## config.mk

```make
export PLATFORM = sky130hd
export DESIGN_NAME = spi_tx_queue
export DESIGN_NICKNAME = d
export VERILOG_FILES = /design/src/rtl/spi_tx_queue.sv
export SDC_FILE = /design/constraint.sdc
export NUM_CORES = 1
export LEC_CHECK = 0
export ABC_AREA = 1
export CAP_MARGIN = 15
export CORE_MARGIN = 5
export CORE_UTILIZATION = 47
export CTS_CLUSTER_DIAMETER = 100
export CTS_CLUSTER_SIZE = 10
export DETAILED_ROUTE_END_ITERATION = 7
export PLACE_DENSITY_LB_ADDON = 0.12
export SYNTH_ARGS = -nofsm -noshare
export SYNTH_HDL_FRONTEND = slang
export SYNTH_SLANG_ARGS = --single-unit
```

## constraint.sdc

```tcl
create_clock -name Clock -period 3.6 [get_ports Clock]
set_clock_uncertainty 0.15 [all_clocks]
set_input_delay 0.72 -clock Clock [delete_from_list [all_inputs] [get_ports Clock]]
set_output_delay 0.72 -clock Clock [all_outputs]
set_load 0.05 [all_outputs]
```

## src/rtl/spi_tx_queue.sv

```systemverilog
// spi_tx_queue: small word FIFO that feeds an SPI master one word at a time.
// Each word gets a Start pulse, waits for SS low then high, with a busy timeout.
module spi_tx_queue #(
  parameter int BITS    = 32,
  parameter int DEPTH   = 4,
  parameter int GAP     = 2,
  parameter int TIMEOUT = 16
) (
  input  logic                    Clock,
  input  logic                    Reset,
  input  logic [BITS-1:0]         InData,
  input  logic                    InValid,
  output logic                    InReady,
  input  logic                    SS,
  output logic                    Start,
  output logic [BITS-1:0]         Data,
  output logic [$clog2(DEPTH):0]  Count,
  output logic                    Error
);

  localparam int AW = $clog2(DEPTH);
  localparam int GW = $clog2(GAP + 1);
  localparam int TW = $clog2(TIMEOUT + 1);
  localparam logic [AW:0]   FULL  = (AW + 1)'(DEPTH);
  localparam logic [GW-1:0] GLOAD = GW'(GAP);
  localparam logic [TW-1:0] TLAST = TW'(TIMEOUT - 1);

  typedef enum logic [1:0] {
    IDLE,
    ISSUE,
    WAIT_BUSY,
    WAIT_DONE
  } state_t;

  state_t          state;
  logic [BITS-1:0] mem [DEPTH];
  logic [AW-1:0]   wptr;
  logic [AW-1:0]   rptr;
  logic [GW-1:0]   gap;
  logic [TW-1:0]   tmo;
  logic            push;
  logic            pop;
  logic            tmo_hit;

  assign InReady = (Count != FULL);
  assign push    = InValid && InReady;
  // SS low on the last busy cycle wins over the timeout
  assign tmo_hit = (state == WAIT_BUSY) && SS && (tmo == TLAST);
  assign pop     = tmo_hit || ((state == WAIT_DONE) && SS);

  always_ff @(posedge Clock) begin
    if (push) mem[wptr] <= InData;
  end

  always_ff @(posedge Clock or posedge Reset) begin
    if (Reset) begin
      wptr  <= '0;
      rptr  <= '0;
      Count <= '0;
    end else begin
      if (push) wptr <= wptr + 1'b1;
      if (pop)  rptr <= rptr + 1'b1;
      case ({push, pop})
        2'b10:   Count <= Count + 1'b1;
        2'b01:   Count <= Count - 1'b1;
        default: Count <= Count;
      endcase
    end
  end

  always_ff @(posedge Clock or posedge Reset) begin
    if (Reset) begin
      state <= IDLE;
      Start <= 1'b0;
      Data  <= '0;
      gap   <= '0;
      tmo   <= '0;
      Error <= 1'b0;
    end else begin
      Start <= 1'b0;
      unique case (state)
        IDLE: begin
          if (gap != '0) gap <= gap - 1'b1;
          if (Count != '0 && gap == '0) begin
            state <= ISSUE;
            Start <= 1'b1;
            Data  <= mem[rptr];
          end
        end
        ISSUE: begin
          state <= WAIT_BUSY;
          tmo   <= '0;
        end
        WAIT_BUSY: begin
          if (!SS) begin
            state <= WAIT_DONE;
          end else if (tmo_hit) begin
            Error <= 1'b1;
            gap   <= GLOAD;
            state <= IDLE;
          end else begin
            tmo <= tmo + 1'b1;
          end
        end
        WAIT_DONE: begin
          if (SS) begin
            gap   <= GLOAD;
            state <= IDLE;
          end
        end
        default: state <= IDLE;
      endcase
    end
  end

endmodule

```

; Yosys cells after proc, flatten, opt, wreduce, memory -nomap -nowiden
; Memories as Yosys holds them, arrays and structs flattened. A register that Yosys moved wholly into a read port is not among the register bits.
; Index checks and enable logic that the tools add are counted.
[word_totals]
ram_bits = 128
n_memories = 1
in_bits = 36
regBits = 18
elab_cells = 65
output_inout_bits = 38
[mem_list]
columns = name, depth, width, read_ports, rd_ports_with_merged_regs, write_ports, line
row1 = mem, 4, 32, 1, 1, 1, 36  ; logic [BITS-1:0] mem [DEPTH];
[classes]
n_eq_ne = 14
reduce_logical = 18
muxes = 18
add_sub_neg = 6
[ops]
columns = cell, count
row1 = 2-bit 2-to-1 mux, 8
row2 = 2-bit != test (second input constant), 6
row3 = 5-bit 2-to-1 mux, 2
row4 = 5-bit one-hot mux with 2 select lines, 1
row5 = 3-bit AND reduction, 3
row6 = 2-bit one-hot mux with 4 select lines, 1
row7 = 2-bit == test (second input constant), 3
row8 = 3-bit != test (second input constant), 2
row9 = 2-bit one-hot mux with 3 select lines, 1
row10 = 3-bit one-hot mux with 2 select lines, 1
row11 = 2-bit nonzero test, 3
row12 = 3-bit nonzero test, 2
row13 = 5-bit by 1-bit adder with 5-bit output (second input constant), 1
row14 = 5-bit by 4-bit == test with 1-bit output (second input constant), 1
row15 = 1-bit logical AND, 5
row16 = 5-bit AND reduction, 1
row17 = 2-bit by 1-bit adder with 2-bit output (second input constant), 2
row18 = 2-bit by 1-bit == test with 1-bit output (second input constant), 2
row19 = 2-bit logical NOT, 2
row20 = 1-bit 2-to-1 mux, 4
row21 = 3-bit by 1-bit adder with 3-bit output (second input constant), 1
row22 = 3-bit by 1-bit subtractor with 3-bit output (second input constant), 1
row23 = 2-bit AND reduction, 1
row24 = 2-bit by 1-bit subtractor with 2-bit output (second input constant), 1
row25 = 1-bit logical OR, 1

; Logic depth before layout (Yosys ltp)
[logic_depth]
ltp_word = 6
mapped_depth = 12
ltp_nobuf = 12

; Least setup slack after synthesis
; No wires, ideal clock.
[synth_timing]
path_kind = reg-to-reg
start = reg Count[0]
end = mem mem[0][0] (enable)
setup_slack_ps = 50
required_ps = 3029
arrival_time_ps = 2979
synth_period_minus_slack_ps = 3550
setup_ps = 421
path_stages_with_launch = 5
path_buffers = 0
path_cell_list = dfrtp_1 -> inv_1 -> nand3_1 -> nand2_1 -> nor2_1
[synth_between]
elab_chain_cells = 4
[synth_lines]
columns = item, line
row1 = "start, declared", 17  ; output logic [$clog2(DEPTH):0] Count,
row2 = "start signal, assigned", 64  ; 2'b10: Count <= Count + 1'b1;
row3 = "start signal, assigned", 65  ; 2'b01: Count <= Count - 1'b1;
row4 = "start signal, assigned", 66  ; default: Count <= Count;
row5 = 3-bit != test, 45  ; assign InReady = (Count != FULL);
row6 = net InReady, 13  ; output logic InReady,
row7 = 1-bit logical AND, 46  ; assign push = InValid && InReady;
row8 = 1-bit 2-to-1 mux, 52  ; if (push) mem[wptr] <= InData;
row9 = 1-bit 2-to-1 mux (implied by the code), 52
row10 = "end, declared", 36
; The timed path passes the listed nets, and every way through them passes these cells.

; Worst setup path after layout
[layout_timing]
start = reg Count[0]
end = out InReady
[layout_between]
elab_chain_cells = 1
[layout_lines]
columns = item, line
row1 = 3-bit != test, 45
row2 = "end, declared", 13
; Every way passes these cells.

==> results.py <==
metrics = {
    "run_status": {
        "status": "completed",
    },
    "clock_network": {
        "clockBufferDepth": 2,
        "cts_made_buffers": 17,
        "cts.repair.resized": 0,
        "cts_root_buffer": "clkbuf_16",
        "h-tree-depth": 4,
        "postCtsSetupRepairBufs": 0,
        "clk_pin_slew_ns": 0.06,
        "cts_sinks": 178,
        "cts_tree": "built",
        "insertion_delay_ns": 0.42,
        "cts_hold_buf": 0,
    },
    "sta": {
        "worst_slew_pin_slew_ns": 1.033,
        "fmax_mhz": 372.2,
        "fin_setup_tns_ns": 0,
        "finalHoldViolations": 0,
        "relSlewSlack_pct": 31.06,
        "min_period_over_period_pct": 74.63,
        "fin_crit_ns": 2.687,
        "slew_viol_final": 0,
        "setup_viol": 0,
        "rsz0062_at_grt": "no",
    },
    "die": {
        "core_sq_mm": 0.01515,
        "row_count": 45,
        "die-area_sq_mm": 0.01796,
        "io_pins": 74,
        "die_width_um": 134.0,
        "die_h_um": 134.0,
        "start_util_pct": 47.72,
    },
    "global_routing": {
        "antenna_found_initial": 0,
        "grt_pass1_wl_um": 24380,
        "overflow": 0,
        "grt_max_degree": 67,
        "grt_pass1_vias": 4820,
        "grt_usage_pct": 17.36,
    },
    "detailed_routing": {
        "vias_per_cell": 5.047,
        "drt-total-wl_um": 14660,
        "vias": 4618,
        "drc_errors": 0,
        "routedWlPerCell_um": 16.02,
        "firstDrtPassIters": 4,
        "final_antenna_net_count": 0,
        "drtIter0Drc": 292,
    },
    "final_layout": {
        "antenna_cells": 0,
        "final_common_cell": "nand2_1",
        "nets": 759,
        "layout-drive-gt1-share_pct": 8.253,
        "final_util_pct": 57.62,
        "syn_to_final_growth_pct": 20.74,
        "mostFrequentLayoutCells": "nand2_1 (160), edfxtp_1 (128), nor2_1 (106)",
    },
    "setup_path": {
        "path_max_fanout": 3,
        "worst-endpoint-required_ns": 2.73,
        "crit_type": "flip-flop to output pin",
        "end_kind": "output pin",
        "critPathArrivalTime_ns": 1.82,
        "startpoint_type": "flip-flop",
    },
    "power": {
        "powerDensity_mw_per_mm2": 888.2,
        "ir_drop_v": 0.0003982,
        "p_leak_nw": 3.425,
        "finalPower_w": 0.007752,
    },
    "placement": {
        "dp_hpwl_um": 8846,
        "numPortBuffers": 73,
        "gp_congestion": 0.8453,
    },
    "hold_path": {
        "hold_path.class": "flip-flop to flip-flop",
    },
    "synth": {
        "postSynthCellCount": 638,
        "yosys_warnings": 0,
        "synth_ff_type": "edfxtp_1",
        "synth_edf_count": 128,
        "syn-num-nets": 683,
        "synth_async_sr_flop_share_pct": 28.09,
        "syn-cell-area_sq_mm": 0.007228,
        "syn_avg_cell_area_sq_um": 11.33,
        "yosysSeqAreaShare_pct": 70.49,
        "ys_ff_latch": 178,
        "synth.distinct_cells": 26,
    },
    "flow_run": {
        "drv_cap": 0,
    },
}
final timing paths:
path	start	to	slack, ns	cells past startpoint
setup / recovery	Count[0]	InReady	0.91	3
hold / removal	Data[2]	Data[2]	0.33	2
setup reg to reg	tmo[0]	Count[2]	0.97	12
hold reg to reg	Data[2]	Data[2]	0.33	2
max in group asynchronous	Reset	rptr[0]	2.12	3
min in group asynchronous	Reset	Data[23]	0.68	3
sequential cells by signal (all words and copies together), names as in the netlist:
signal and cells:
rptr 2, gap 2, Error 1, state 2
wptr 2, tmo 5, Count 3, Start 1
mem 128, Data 32
synth_stat cells (5+ instances only):
master	instances	share of area (%)
buf_2	11	0.76
buf_4	5	0.52
buf_6	7	1.1
clkbuf_1	5	0.26
dfrtp_1	50	17
edfxtp_1	128	53
ha_1	8	1.4
inv_1	21	1.1
nand2_1	160	8.3
nand3_1	12	0.83
nor2_1	110	5.7
o21ai_0	41	2.8
o21ai_1	27	1.9
or2_0	27	2.3
or2_2	6	0.52
cell families after synthesis:
logic type	count (synthesis)	synth area share, %
AND/OR/NAND/NOR	322	18.38
flip-flops	178	70.49
AO/OA/AOI/OAI	73	5.107
buffers and inverters	52	3.878
adder cells (fa/ha/maj)	9	1.662
XOR/XNOR	4	0.4848
layout make-up:
class / count / area (sq um)
clock buffer: 20 / 456.7
inverter: 24 / 90.09
timing repair buffer: 85 / 833.3
sequential: 178 / 5097
multi-input combinational: 408 / 1883
tap: 188 / 235.2
fill: 1232 / 6419
clock inverter: 12 / 131.4
routing by layer:
layer | vias to the layer above | part of all wire, % | global-route usage (%)
met5 | - | 0 | 0
met2 | 71 | 51 | 29.31
met4 | 0 | 0.70 | 5.204
met1 | 2267 | 45 | 22.49
met3 | 9 | 3.2 | 4.126
li1 | 2271 | - | -
where the power goes:
| part | switching (W) | internal (W) | leakage [nW] |
|---|---|---|---|
| sequential | 0.000248 | 0.00276 | 1.79 |
| clock | 0.000767 | 0.00106 | 0.270 |
| combinational | 0.00199 | 0.000925 | 1.36 |
stage by stage:
stage,hold WS [ns],instance area [sq um],std cells,setup WS [ns]
2_1_floorplan,0.2919,7228,638,0.04973
3_3_place_gp,0.3066,8119,882,0.6539
3_5_place_dp,0.3133,8119,882,0.6039
4_1_cts,0.3317,8707,914,0.8786
5_1_grt,0.3478,8727,915,0.7482
6_report,0.3256,8727,915,0.9133
critical path: stages, from the launching register on:
cell             delay [ns]
dfrtp_1                0.38
inv_1                  0.09
nand3_1                0.11
clkdlybuf4s50_1        0.82
Note: power is estimated with default switching activity, not from simulation.
